<file path="src/rtl/soc_pkg.sv">
// Shared boot-ROM defaults and arbiter type definitions.
package soc_pkg;

    localparam logic [31:0] ROM_BASE_DEFAULT = 32'h0000_0000;
    localparam int unsigned ROM_AW_DEFAULT   = 10;

    typedef enum logic [1:0] {
        StIdle,
        StRead,
        StResp
    } arb_state_e;

    typedef enum logic {
        ReqIf = 1'b0,
        ReqDb = 1'b1
    } requester_e;

endpackage

</file>
<file path="src/rtl/rr_arbiter2.sv">
// Two-way round-robin grant; the last-grant flop only advances when a grant is issued.
module rr_arbiter2
    import soc_pkg::*;
(
    input  logic       clk,
    input  logic       reset,
    input  logic       en,
    input  logic [1:0] req,
    output logic [1:0] gnt
);

    requester_e last_q, last_d;

    always_comb begin
        gnt    = 2'b00;
        last_d = last_q;
        if (en) begin
            if (req == 2'b11) begin
                gnt = (last_q == ReqDb) ? 2'b01 : 2'b10;
            end else begin
                gnt = req;
            end
            if (|req) begin
                last_d = gnt[1] ? ReqDb : ReqIf;
            end
        end
    end

    // Reset to data bus so instruction fetch wins the first conflict.
    always_ff @(posedge clk or posedge reset) begin
        if (reset) begin
            last_q <= ReqDb;
        end else begin
            last_q <= last_d;
        end
    end

endmodule

</file>
<file path="src/rtl/bootrom_arbiter.sv">
// Shares a synchronous boot ROM between instruction-fetch and data-bus requesters,
// one outstanding read at a time, with access faults for out-of-window or misaligned reads.
module bootrom_arbiter
    import soc_pkg::*;
#(
    parameter logic [31:0] ROM_BASE = ROM_BASE_DEFAULT,
    parameter int unsigned ROM_AW   = ROM_AW_DEFAULT
) (
    input  logic              clk,
    input  logic              reset,

    input  logic              if_req_valid,
    output logic              if_req_ready,
    input  logic [31:0]       if_req_addr,
    output logic              if_rsp_valid,
    input  logic              if_rsp_ready,
    output logic [31:0]       if_rsp_data,
    output logic              if_rsp_err,

    input  logic              db_req_valid,
    output logic              db_req_ready,
    input  logic [31:0]       db_req_addr,
    output logic              db_rsp_valid,
    input  logic              db_rsp_ready,
    output logic [31:0]       db_rsp_data,
    output logic              db_rsp_err,

    output logic [ROM_AW-1:0] rom_ad,
    output logic              rom_ce,
    output logic              rom_oce,
    output logic              rom_reset,
    input  logic [31:0]       rom_dout
);

    arb_state_e  state_q, state_d;
    requester_e  owner_q, owner_d;
    logic [31:0] data_q, data_d;
    logic        err_q, err_d;

    logic [1:0]  gnt;
    logic        arb_en;
    logic [31:0] req_addr;
    logic [32:0] req_diff;
    logic        req_legal;
    logic        rsp_accept;

    // Grants are only meaningful in IDLE and never while reset is held.
    assign arb_en = (state_q == StIdle) && !reset;

    rr_arbiter2 u_arb (
        .clk   (clk),
        .reset (reset),
        .en    (arb_en),
        .req   ({db_req_valid, if_req_valid}),
        .gnt   (gnt)
    );

    // 33-bit difference so an address below ROM_BASE shows up as a borrow.
    always_comb begin
        req_addr  = gnt[1] ? db_req_addr : if_req_addr;
        req_diff  = {1'b0, req_addr} - {1'b0, ROM_BASE};
        req_legal = !req_diff[32]
                    && ((req_diff[31:0] >> (ROM_AW + 2)) == 32'd0)
                    && (req_addr[1:0] == 2'b00);
    end

    assign rsp_accept = (owner_q == ReqIf) ? if_rsp_ready : db_rsp_ready;

    always_comb begin
        state_d = state_q;
        owner_d = owner_q;
        data_d  = data_q;
        err_d   = err_q;
        rom_ce  = 1'b0;
        rom_ad  = '0;
        case (state_q)
            StIdle: begin
                if (|gnt) begin
                    owner_d = gnt[1] ? ReqDb : ReqIf;
                    if (req_legal) begin
                        rom_ce  = 1'b1;
                        rom_ad  = ROM_AW'(req_diff[31:0] >> 2);
                        state_d = StRead;
                    end else begin
                        data_d  = 32'd0;
                        err_d   = 1'b1;
                        state_d = StResp;
                    end
                end
            end
            StRead: begin
                data_d  = rom_dout;
                err_d   = 1'b0;
                state_d = StResp;
            end
            StResp: begin
                if (rsp_accept) begin
                    state_d = StIdle;
                end
            end
            default: state_d = StIdle;
        endcase
    end

    always_ff @(posedge clk or posedge reset) begin
        if (reset) begin
            state_q <= StIdle;
            owner_q <= ReqIf;
            data_q  <= 32'd0;
            err_q   <= 1'b0;
        end else begin
            state_q <= state_d;
            owner_q <= owner_d;
            data_q  <= data_d;
            err_q   <= err_d;
        end
    end

    assign if_req_ready = gnt[0];
    assign db_req_ready = gnt[1];
    assign if_rsp_valid = (state_q == StResp) && (owner_q == ReqIf);
    assign db_rsp_valid = (state_q == StResp) && (owner_q == ReqDb);
    assign if_rsp_data  = data_q;
    assign db_rsp_data  = data_q;
    assign if_rsp_err   = err_q;
    assign db_rsp_err   = err_q;

    assign rom_oce   = 1'b1;
    assign rom_reset = reset;

endmodule

</file>
<file path="config.mk">
export PLATFORM = sky130hd
export DESIGN_NAME = bootrom_arbiter
export DESIGN_NICKNAME = d
export VERILOG_FILES = /design/src/rtl/soc_pkg.sv /design/src/rtl/rr_arbiter2.sv /design/src/rtl/bootrom_arbiter.sv
export SDC_FILE = /design/constraint.sdc
export NUM_CORES = 1
export LEC_CHECK = 0
export CAP_MARGIN = 0
export CELL_PAD_IN_SITES_DETAIL_PLACEMENT = 1
export CELL_PAD_IN_SITES_GLOBAL_PLACEMENT = 1
export CORE_MARGIN = 1
export CORE_UTILIZATION = 30
export CTS_CLUSTER_SIZE = 16
export DETAILED_ROUTE_END_ITERATION = 10
export DONT_BUFFER_PORTS = 1
export PLACE_DENSITY = 0.6
export SLEW_MARGIN = 20
export SYNTH_ARGS = -nofsm -noshare
export SYNTH_HDL_FRONTEND = slang
export SYNTH_HIERARCHICAL = 1
export SYNTH_SLANG_ARGS = --single-unit
</file>
<file path="constraint.sdc">
create_clock -name clk -period 7.7 [get_ports clk]
set_input_delay 1.54 -clock clk [delete_from_list [all_inputs] [get_ports clk]]
set_output_delay 1.54 -clock clk [all_outputs]
set_load 0.01 [all_outputs]
</file>
Yosys cells after proc, flatten, opt, wreduce, memory -nomap -nowiden

Index checks and enable logic that the tools add are counted.

Equal/unequal tests: 6
Muxes and demuxes: 24
Bitwise logic cells: 1
Reduce and logical (&&, ||, !) cells: 15

Operators with widths:

| operator             | number |
|---|---|
| $mux W32             | 3 |
| $pmux W32 S2         | 1 |
| $logic_not A32 Y1    | 1 |
| $mux W10             | 3 |
| $mux W2              | 7 |
| $mux W1              | 8 |
| $pmux W2 S3          | 1 |
| $reduce_and A2 Y1    | 3 |
| $eq A2 B2 Y1 const B | 2 |
| $logic_and A1 B1 Y1  | 4 |
| $logic_not A2 Y1     | 2 |
| $ne A2 B2 Y1 const B | 2 |
| $reduce_or A2 Y1     | 2 |
| $reduce_and A3 Y1    | 1 |
| $eq A2 B1 Y1 const B | 1 |
| $ne A2 B1 Y1 const B | 1 |
| $pmux W1 S2          | 1 |
| $reduce_bool A2 Y1   | 1 |
| $logic_not A1 Y1     | 1 |
| $not A1 Y1           | 1 |

Flip-flop bits (word level): 37
Input bits: 102
Output and inout bits: 83
Logic and storage cells: 51

Longest topological paths before layout

Gate-level depths: netlist of run 1.

Word-level depth: 10
Gate-level depth with buffers: 10

By module

The synthesis of run 1 kept the hierarchy.

Modules (own cells, without submodules):

| module          | instances | cells an instance | area an instance (um^2) | sequential area each (um^2) |
|---|---|---|---|---|
| bootrom_arbiter | 1         | 214               | 2,199.6                 | 900.9 |
| rr_arbiter2     | 1         | 9                 | 66.3                    | 26.3 |

Worst setup path before layout of run 1

OpenSTA, ideal clock, no wires.

Path kind: input port to output port
Start point: input reset
End point: output rom_ad[0]
Data arrival time: 3.779 ns
Required time: 6.160 ns
Setup slack: 2.381 ns
Stages: 10
Path buffers: 2
Cell sequence: nor3_1 > nand2_1 > a21oi_1 > buf_4 > nor4b_2 > nand4_1 > or4_4 > a2111o_1 > buf_6 > nor2_1

Longest elaborated chain between the ends: 9

Ends and longest elaborated chain:

| what                                                  | line                                         | RTL |
|---|---|---|
| from (decl)                                           | bootrom_arbiter.sv:10                        | `input logic reset,` |
| $logic_not A1 Y1 (no line) (*)                        | --                                           |  |
| $logic_and A1 B1 Y1 (*)                               | bootrom_arbiter.sv:48                        | `assign arb_en = (state_q == StIdle) && !reset;` |
| $mux W2 (*)                                           | rr_arbiter2.sv:17                            | `if (en) begin` |
| via db_req_ready                                      | bootrom_arbiter.sv:21                        | `output logic db_req_ready,` |
| $mux W32                                              | bootrom_arbiter.sv:60                        | `req_addr = gnt[1] ? db_req_addr : if_req_addr;` |
| $logic_not A32 Y1 or $logic_not A2 Y1 (tied branches) | bootrom_arbiter.sv:63, bootrom_arbiter.sv:64 |  |
| $logic_and A1 B1 Y1                                   | bootrom_arbiter.sv:64                        | `&& (req_addr[1:0] == 2'b00);` |
| $mux W10                                              | bootrom_arbiter.sv:80                        | `if (req_legal) begin` |
| $mux W10 (*)                                          | bootrom_arbiter.sv:78                        | `if (\|gnt) begin` |
| $mux W10 (*)                                          | bootrom_arbiter.sv:76                        | `case (state_q)` |
| to (decl)                                             | bootrom_arbiter.sv:28                        | `output logic [ROM_AW-1:0] rom_ad,` |

Mark *: on every way through the listed nets, which the timed path passes. The rest lies on a longest branch.

Worst setup path in the final report of run 1

Start point: input reset
End point: output rom_ad[9]

Longest elaborated chain between the ends: 9

Ends and longest elaborated chain:

| what                                                  | line |
|---|---|
| $logic_not A1 Y1 (no line) (*)                        | -- |
| $logic_and A1 B1 Y1 (*)                               | bootrom_arbiter.sv:48 |
| $mux W2 (*)                                           | rr_arbiter2.sv:17 |
| $mux W32                                              | bootrom_arbiter.sv:60 |
| $logic_not A32 Y1 or $logic_not A2 Y1 (tied branches) | bootrom_arbiter.sv:63, bootrom_arbiter.sv:64 |
| $logic_and A1 B1 Y1                                   | bootrom_arbiter.sv:64 |
| $mux W10                                              | bootrom_arbiter.sv:80 |
| $mux W10 (*)                                          | bootrom_arbiter.sv:78 |
| $mux W10 (*)                                          | bootrom_arbiter.sv:76 |

Every way passes the cells marked *; elsewhere a longest branch is shown, timed or not.

==> reports/results.ini, run 1 <==
[floorplanning]
die_w_um=88.91
coreArea_mm2=0.007292
die_area_mm2=0.007905
start_util_pct=31.07
io_pins=185
rows=31
die_height_um=88.91

[critical_path]
cp_num_cells=9
arrival_ns=4.01
cp.required_ns=6.16
cp-start-kind=input pin
crit_chain=nor3_1 -> nand2_1 -> a21oi_2 -> buf_4 -> nor4b_2 -> nand4_1 -> or4_4 -> a2111o_1 -> nor2_1
cp_slowest_stage_delay_ns=0.55
r2r_setup_slack_ns=4.65
crit_fanout=18
critical_path_class=in2out
cp-end-kind=primary output
crit_path_start=reset
crit_path_top_delay_cell=a2111o_1
crit_end=rom_ad[9]
reg2reg_depth=10
crit_family=simple AND/OR/NAND/NOR gates
crit_buf_inv=1
rr_startpoint=state_q[0]
r2r-end=db_rsp_data[17]

[pwr]
power_w=0.0004298
intPower_w=0.0003014
p_leak_nw=1.172
ir_worst_vdd_mv=0.05821
seq_power_share_pct=50.3
combPwrFrac_pct=17.9
clockPowerShare_pct=31.8
p_sw_share_pct=29.86
power_density_mw_per_mm2=198.3
switchingPower_w=0.0001283

[hold_path]
hp-start=u_arb/last_q
hold_path_class=reg2reg

[detailed_routing]
via_per_inst=5.676
drt-initial-drc-count=7
wl_met2_um=2717
top_layer=met4
vias=1612
drc_errors=0
detail_route.wl_per_cell_um=19.48
antenna_left=0
wl_um=5532
route.met3.wl_um=457
first_pass_iters=2
wl_met1_um=2156

[timing]
skew_ns=0.006204
slew_violations=0
layout_min_cycle_time_ns=5.553
hold_violations=0
relSlewSlack_pct=46.98
tns_ns=0
hold_ws_ns=0.5102
fin_crit_sh_pct=72.11
max_freq_mhz=180.1
rsz0062_at_grt=no
worst_pin_slew_ns=0.7917
report.final.setup_viol=0

[clocking]
post_cts_buffers=0
tritoncts=built
cts_sinks=37
clockRootBuffer=clkbuf_8
cts_buffers=5
cts.path.max_buffers=2
holdBufCountCts=0
clk_pin_slew_ns=0.07
cts_max_level=2
cts_resized=0
clock_latency_ns=0.28

[final_layout]
final_cells=284
synthToLayoutAreaGrowth_pct=-4.362
drive_gt1_share_pct=10.27
nFillCells=857
layout.nets=287
final_common_cell=dfrtp_1
layout_common_cells=dfrtp_1, a22o_1, a21o_1
fin_area_mm2=0.002167
diodes=0

[placed_design]
place_congestion=0.7663
portBuffers=0
hpwl_um=4052
dp.cells=277
placed_cell_area_mm2=0.002077

[synthesis]
ys_seq_area_share_pct=40.92
yosys_warnings=6
syn_nets=325
ys_seq_elements=37
synth.distinct_cells=32
synthCells=223
synth.cell_area_mm2=0.002266
syn_avg_cell_area_um2=10.16

[run]
drv_cap=0

[global_routing]
grt_antenna_before_repair=0
grt_pass1_vias=1569
grt_usage_pct=13.43
grt_overflow=0
grt_first_pass_wirelength_um=7783
grt_max_degree=37

[status]
status=complete, no violations

-- state kept, by name, summed over array words and instances (netlist names) --
| register | cells |
|---|---|
| db_rsp_data | 32 |
| state_q | 2 |
| db_rsp_err | 1 |
| owner_q | 1 |
| u_arb/last_q | 1 |
-- worst min-delay path by stage --
stage | cells past startpoint | to | slack [ns]
after global routing | 2 | u_arb/last_q | 0.54
after CTS | 2 | u_arb/last_q | 0.51
after floorplan | 2 | u_arb/last_q | 0.47
after detailed placement | 2 | u_arb/last_q | 0.50
final | 2 | u_arb/last_q | 0.51
after global placement | 2 | u_arb/last_q | 0.49
-- power by group through the flow --
stage                logic, W  registers [W]  clock network [W]
floorplan           0.0000654       0.000215                  0
finish              0.0000768       0.000216           0.000137
CTS                 0.0000802       0.000217           0.000146
detailed placement  0.0000806       0.000220                  0
global route        0.0000865       0.000219           0.000154
global placement    0.0000790       0.000222                  0
-- stage by stage --
stage	util, %	setup slack (ns)
3_3_place_gp	28.48	2.222
6_report	29.72	2.147
2_1_floorplan	-	2.381
5_1_grt	29.72	1.970
4_1_cts	29.72	2.117
3_5_place_dp	28.48	2.121
-- cells in the mapped netlist --
master | instances | share of area, %
buf_4 | 36 | 12
dfrtp_1 | 36 | 40
a22o_1 | 33 | 13
a21o_1 | 32 | 11
nor2_1 | 14 | 2.3
mux2i_1 | 11 | 4.9
clkbuf_1 | 9 | 1.5
nor4_1 | 7 | 1.9
inv_1 | 5 | 0.83
nand2_1 | 5 | 0.83
a21oi_1 | 4 | 0.88
buf_6 | 4 | 2.0
nor2b_1 | 4 | 1.1
nor3_1 | 3 | 0.66
or3_1 | 2 | 0.55
or4_1 | 2 | 0.66
a2111o_1 | 1 | 0.50
a211oi_1 | 1 | 0.33
a211oi_4 | 1 | 0.88
a21oi_2 | 1 | 0.39
a31oi_1 | 1 | 0.28
and2_1 | 1 | 0.28
and3_1 | 1 | 0.28
conb_1 | 1 | 0.17
dfstp_2 | 1 | 1.2
nand4_1 | 1 | 0.28
nor3b_1 | 1 | 0.33
nor4b_2 | 1 | 0.66
o21ai_0 | 1 | 0.22
o21bai_1 | 1 | 0.33
or2_2 | 1 | 0.28
or4_4 | 1 | 0.50
-- cells by family (layout without fill, tap and decap cells) --
| logic type | count (synthesis) | count (layout) | share of synthesized area [%] |
|---|---|---|---|
| compound gates | 76 | 76 | 27.17 |
| buf+inv | 54 | 16 | 16.23 |
| flops | 37 | 37 | 40.92 |
| mux | 11 | 11 | 4.859 |
| other cells | 1 | 1 | 0.1655 |
| simple gates | 44 | 44 | 10.66 |
-- tightest hold or removal path: stages (launching register included) --
cell	delay, ns
dfstp_2	0.38
inv_1	0.08
a21oi_2	0.05
-- area by class of cell --
class                           instances  area, µm²  share of cell area, %
Clock buffer                            6      82.58                  3.811
Clock inverter                          1      7.507                 0.3464
Inverter                                5      18.77                 0.8661
Multi-Input combinational cell        132      977.2                  45.09
Sequential cell                        37      927.1                  42.78
Tap cell                               99      123.9                  5.716
Timing Repair Buffer                    4      30.03                  1.386
-- routing by layer --
metal | up-vias | track usage (%)
li1 | 697 | -
met5 | - | 0
met2 | 116 | 25.31
met3 | 14 | 3.601
met1 | 785 | 13.30
met4 | 0 | 7.478
(Power assumes the default switching activity.)
==> run 2, diff against run 1 <==
==> constraint.sdc (replaced) <==
create_clock -name clk -period 5.6 [get_ports clk]
set_input_delay 1.12 -clock clk [delete_from_list [all_inputs] [get_ports clk]]
set_output_delay 1.12 -clock clk [all_outputs]
set_load 0.01 [all_outputs]
==> reports/results.ini, run 2 (synthesis gave the netlist of run 1 again) <==
[pwr]
p_sw_share_pct=27.27  ; -2.6 points
clockPowerShare_pct=41.0  ; +9.2 points
seq_power_share_pct=43.6  ; -6.7 points
power_density_mw_per_mm2=308.2  ; +55%
switchingPower_w=0.0001862  ; +45%
p_leak_nw=1.198  ; +2.2%
power_w=0.0006826  ; +59%
combPwrFrac_pct=15.4  ; -2.5 points
ir_worst_vdd_mv=0.09731  ; +67%
intPower_w=0.0004964  ; +65%

[critical_path]
arrival_ns=3.36  ; -0.65 ns
cp-end-kind=primary output
critical_path_class=in2out
cp.required_ns=4.48  ; -1.68 ns
cp-start-kind=input pin
crit_fanout=11  ; -7
crit_chain=nor3_1 -> nand2_1 -> a21oi_1 -> inv_1 -> or4_1 -> a2111o_1 -> nor2_1
cp_slowest_stage_delay_ns=0.60  ; +0.05 ns
crit_path_top_delay_cell=a2111o_1

[floorplanning]
io_pins=185  ; unchanged
die_w_um=88.91  ; unchanged
die_height_um=88.91  ; unchanged
coreArea_mm2=0.007292  ; unchanged
start_util_pct=31.07  ; unchanged
die_area_mm2=0.007905  ; unchanged
rows=31  ; unchanged

[detailed_routing]
first_pass_iters=3  ; +1
via_per_inst=5.635  ; -0.72%
detail_route.wl_per_cell_um=19.78  ; +1.5%
drc_errors=0  ; unchanged
antenna_left=0  ; unchanged
vias=1606  ; -0.37%
drt-initial-drc-count=30  ; +23
wl_um=5636  ; +1.9%

[global_routing]
grt_busiest_layer=met2
met3_usage_pct=3.416  ; -0.18 points
grt_pass1_vias=1693  ; +7.9%
grtUsageMet2_pct=26.01  ; +0.70 points
grt_antenna_before_repair=0  ; unchanged
grtUsageMet1_pct=13.65  ; +0.35 points
grt_overflow=0  ; unchanged
grt_max_degree=37  ; unchanged
grt_usage_pct=13.67  ; +0.24 points
grt_first_pass_wirelength_um=7997  ; +2.7%

[placed_design]
portBuffers=0  ; unchanged
hpwl_um=4192  ; +3.5%
dp.cells=277  ; unchanged
place_congestion=0.7576  ; -1.1%
post-place-ws_ns=1.088  ; -1.032 ns

[timing]
skew_ns=0.01003  ; +0.003828 ns
layout_min_cycle_time_ns=4.481
slew_violations=0  ; unchanged
tns_ns=0  ; unchanged
worst_pin_slew_ns=0.8001  ; +0.008368 ns
fin_ws_ns=1.119  ; -1.028 ns
hold_violations=0  ; unchanged
rsz0062_at_grt=no
report.final.setup_viol=0  ; unchanged
relSlewSlack_pct=46.42  ; -0.56 points
fin_crit_sh_pct=80.01
max_freq_mhz=223.2

[clocking]
post_cts_buffers=0  ; unchanged
cts_buffers=5  ; unchanged
tritoncts=built
holdBufCountCts=0  ; unchanged
clk_pin_slew_ns=0.07  ; about the same
cts_sinks=37  ; unchanged
clock_latency_ns=0.29  ; about the same
cts_max_level=2  ; unchanged
cts.path.max_buffers=2  ; unchanged
cts_resized=0  ; unchanged
clockRootBuffer=clkbuf_8

[final_layout]
drive_gt1_share_pct=10.75  ; +0.48 points
diodes=0  ; unchanged
final_cells=285  ; +0.35%
layout_common_cells=dfrtp_1, a22o_1, a21o_1
nFillCells=837  ; -2.3%
largest_reg_flops=32  ; unchanged
utilization_pct=30.37  ; +0.65 points
final_common_cell=dfrtp_1
layout.nets=287  ; unchanged
synthToLayoutAreaGrowth_pct=-2.264

[hold_path]
hold_path_class=reg2reg

[status]
status=complete, no violations

[run]
drv_cap=0  ; unchanged

run 2: cell count changes in the layout (fill, tap and decap cells not counted):
cell and change:
bufinv_16 +2, clkbuf_8 -1, clkinvlp_4 -1, inv_6 +1
run 2: path summary, 6_finish.rpt:
kind / end / slack, ns / cells past startpoint / start
setup reg to reg: db_rsp_data[19] / 2.83 / 9 / state_q[0]
setup / recovery: rom_ad[3] / 1.12 / 7 / reset
max in group asynchronous: owner_q / 4.44 / 2 / reset
hold reg to reg: u_arb/last_q / 0.52 / 2 / u_arb/last_q
min in group asynchronous: u_arb/last_q / 0.72 / 1 / reset
hold / removal: u_arb/last_q / 0.52 / 2 / u_arb/last_q
run 2: power by group through the flow:
stage | Combinational (W) | Clock (W) | Sequential, W
floorplan | 0.0000900 | 0 | 0.000295
global placement | 0.000110 | 0 | 0.000304
detailed placement | 0.000110 | 0 | 0.000302
CTS | 0.000110 | 0.000293 | 0.000298
global route | 0.000118 | 0.000302 | 0.000301
finish | 0.000105 | 0.000280 | 0.000298
run 2: worst max-delay path: cells and delay by family:
family / cells / cell delay, ns
AOI/OAI and AO/OA: 2 / 1.01
and+or+nand+nor: 4 / 1.16
buffers and inverters: 1 / 0.07
run 2: layout make-up:
cell class	count	area (µm²)	share of cell area [%]
well taps	99	123.9	5.593
clock inverters	3	68.82	3.107
multi-input cells	132	977.2	44.12
flip-flops and latches	37	927.1	41.86
inverters	5	18.77	0.8475
repair buffers	4	30.03	1.356
clock buffers	5	68.82	3.107
run 2: metrics by stage:
| step | hold WS, ns | area, µm² |
|---|---|---|
| final | 0.5169 | 2215 |
| after global routing | 0.5406 | 2215 |
| after CTS | 0.5212 | 2215 |
| after detailed placement | 0.5080 | 2077 |
| after global placement | 0.4948 | 2077 |
| after floorplan | 0.4705 | 2266 |
run 2: metal layers:
layer  vias to the layer above  share of wire (%)
met4                         0                2.9
met1                       782                 39
met2                       116                 51
met3                        10                7.3
met5                         -                  0
li1                        698                  -
==> run 3, diff against run 2 <==
--- a/config.mk
+++ b/config.mk
@@ -13,7 +13,7 @@
 export CTS_CLUSTER_SIZE = 16
 export DETAILED_ROUTE_END_ITERATION = 10
 export DONT_BUFFER_PORTS = 1
-export PLACE_DENSITY = 0.6
+export PLACE_DENSITY = 0.62
 export SLEW_MARGIN = 20
 export SYNTH_ARGS = -nofsm -noshare
 export SYNTH_HDL_FRONTEND = slang
==> constraint.sdc (replaced) <==
create_clock -name clk -period 3.9 [get_ports clk]
set_input_delay 0.78 -clock clk [delete_from_list [all_inputs] [get_ports clk]]
set_output_delay 0.78 -clock clk [all_outputs]
set_load 0.01 [all_outputs]
==> reports/results.ini, run 3 (synthesis gave the netlist of run 1 again) <==
[timing]
rsz0062_at_grt=no
skew_ns=0.004839  ; -0.005193 ns
relSlewSlack_pct=55.27  ; +8.8 points
worst_pin_slew_ns=0.6710  ; -0.1290 ns
fin_crit_sh_pct=94.34
slew_violations=0  ; unchanged
max_freq_mhz=271.8
report.final.setup_viol=0  ; unchanged
hold_violations=0  ; unchanged
fin_ws_ns=0.2207  ; -0.8984 ns
layout_min_cycle_time_ns=3.679
tns_ns=0  ; unchanged

[clocking]
clk_pin_slew_ns=0.08  ; about the same
clockRootBuffer=clkbuf_8
cts_buffers=5  ; unchanged
clock_latency_ns=0.28  ; about the same
cts_sinks=37  ; unchanged
tritoncts=built
cts_max_level=2  ; unchanged
cts.path.max_buffers=2  ; unchanged
post_cts_buffers=0  ; unchanged

[detailed_routing]
drt-initial-drc-count=25  ; -17%
first_pass_iters=4  ; +1
detail_route.wl_per_cell_um=18.80  ; -4.9%
via_per_inst=5.633  ; about the same
antenna_left=0  ; unchanged
wl_um=5376  ; -4.6%
drc_errors=0  ; unchanged
vias=1611  ; +0.31%

[final_layout]
nFillCells=843  ; +0.72%
largest_reg_flops=32  ; unchanged
synthToLayoutAreaGrowth_pct=-3.976
multi_input_area_um2=982.2  ; +0.51%
seqCellArea_um2=927.1  ; unchanged
final_common_cell=dfrtp_1
diodes=0  ; unchanged
drive_gt1_share_pct=11.76  ; +1.0 points
layout.nets=288  ; +0.35%
layout_common_cells=dfrtp_1, a22o_1, a21o_1

[global_routing]
grt_first_pass_wirelength_um=7541  ; -5.7%
grt_overflow=0  ; unchanged
grt_antenna_before_repair=0  ; unchanged
grt_max_degree=37  ; unchanged
grt_usage_pct=12.78  ; -0.88 points
grt_pass1_vias=1526  ; -9.9%

[critical_path]
crit_fanout=11  ; unchanged
cp-end-kind=primary output
reg2reg_depth=9  ; unchanged
rr_startpoint=state_q[0]
r2r-end=db_rsp_data[21]
arrival_ns=2.90  ; -0.46 ns
critical_path_class=reg2out
cp.required_ns=3.12  ; -1.36 ns
crit_path_start=state_q[0]
cp-start-kind=flop
r2r_setup_slack_ns=1.23  ; -1.60 ns

[hold_path]
hold_path_class=in2async

[floorplanning]
coreArea_mm2=0.007292  ; unchanged
rows=31  ; unchanged
start_util_pct=31.07  ; unchanged
die_height_um=88.91  ; unchanged
die_area_mm2=0.007905  ; unchanged
die_w_um=88.91  ; unchanged
io_pins=185  ; unchanged

[status]
status=complete, no violations

[pwr]
switchingPower_w=0.0002595  ; +39%
p_sw_share_pct=30.84  ; +3.6 points
seq_power_share_pct=50.7  ; +7.1 points
clockPowerShare_pct=31.2  ; -9.8 points
power_density_mw_per_mm2=386.7  ; +25%
intPower_w=0.0005820  ; +17%
p_leak_nw=1.180  ; -1.5%
combPwrFrac_pct=18.2  ; +2.8 points
ir_worst_vdd_mv=0.1572  ; +62%

[placed_design]
hpwl_um=3849  ; -8.2%
portBuffers=0  ; unchanged
post-place-ws_ns=0.1908  ; -0.8976 ns
place_congestion=0.6833  ; -9.8%

[run]
drv_cap=0  ; unchanged

run 3: cell types whose count changed in the layout (fill, tap and decap cells not counted), sizes merged:
| cell | previous run | this run |
|---|---|---|
| bufinv | 2 | 0 |
| clkinvlp | 0 | 1 |
| inv | 6 | 5 |
| clkinv | 0 | 2 |
| buf | 4 | 5 |
run 3: through the flow:
step	hold WS (ns)	utilization, %	area [µm²]	power [W]	std cells
after global routing	0.3526	29.84	2176	0.0008979	286
after global placement	0.4884	28.59	2085	0.0005884	278
after CTS	0.3561	29.77	2171	0.0008614	286
after floorplan	0.4705	-	2266	0.0005528	223
after detailed placement	0.5054	28.59	2085	0.0005894	278
final	0.3713	29.84	2176	0.0008415	286
run 3: worst max path at each step:
stage          slack, ns  cells past startpoint        end
5_1_grt             0.05                      8  rom_ad[5]
2_1_floorplan       0.10                     10  rom_ad[0]
6_report            0.22                      8  rom_ad[3]
3_5_place_dp        0.19                      8  rom_ad[5]
3_3_place_gp        0.26                      8  rom_ad[2]
4_1_cts              0.1                      8  rom_ad[5]
run 3: layout make-up:
cell class | instances | share of cell area (%)
multi-input combinational | 132 | 45.14
sequential | 37 | 42.61
tap | 99 | 5.693
clock buffer | 5 | 3.163
timing repair buffer | 5 | 1.725
inverter | 5 | 0.8626
clock inverter | 3 | 0.8051
run 3: worst max-delay path, stage by stage (launching register included):
cell and delay [ns]:
dfrtp_1 0.49, nor3_2 0.25, nand2_1 0.13, a21oi_2 0.15
nor4b_2 0.21, nand4_1 0.11, or4_4 0.47, a2111o_1 0.54
nor2_1 0.26
run 3: power groups by stage:
| stage | Sequential [W] | Combinational, W | Clock (W) |
|---|---|---|---|
| 6_report | 0.000426 | 0.000153 | 0.000262 |
| 3_3_place_gp | 0.000433 | 0.000156 | 0 |
| 5_1_grt | 0.000430 | 0.000173 | 0.000295 |
| 4_1_cts | 0.000426 | 0.000157 | 0.000279 |
| 3_5_place_dp | 0.000433 | 0.000157 | 0 |
| 2_1_floorplan | 0.000424 | 0.000129 | 0 |
run 3: layer usage:
| layer | wire length [µm] | part of all wire [%] | vias to the layer above | global-route usage, % |
|---|---|---|---|---|
| li1 | - | - | 699 | - |
| met1 | 2121 | 39 | 790 | 13.87 |
| met2 | 2695 | 50 | 116 | 23.50 |
| met3 | 484 | 9.0 | 6 | 3.970 |
| met4 | 74 | 1.4 | 0 | 4.399 |
| met5 | 0 | 0 | - | 0 |
run 3: what timing repair did:
action,4_1_cts,5_1_grt
hold buffers,0,0
setup endpoints to repair,0,10
gates resized for setup,0,1
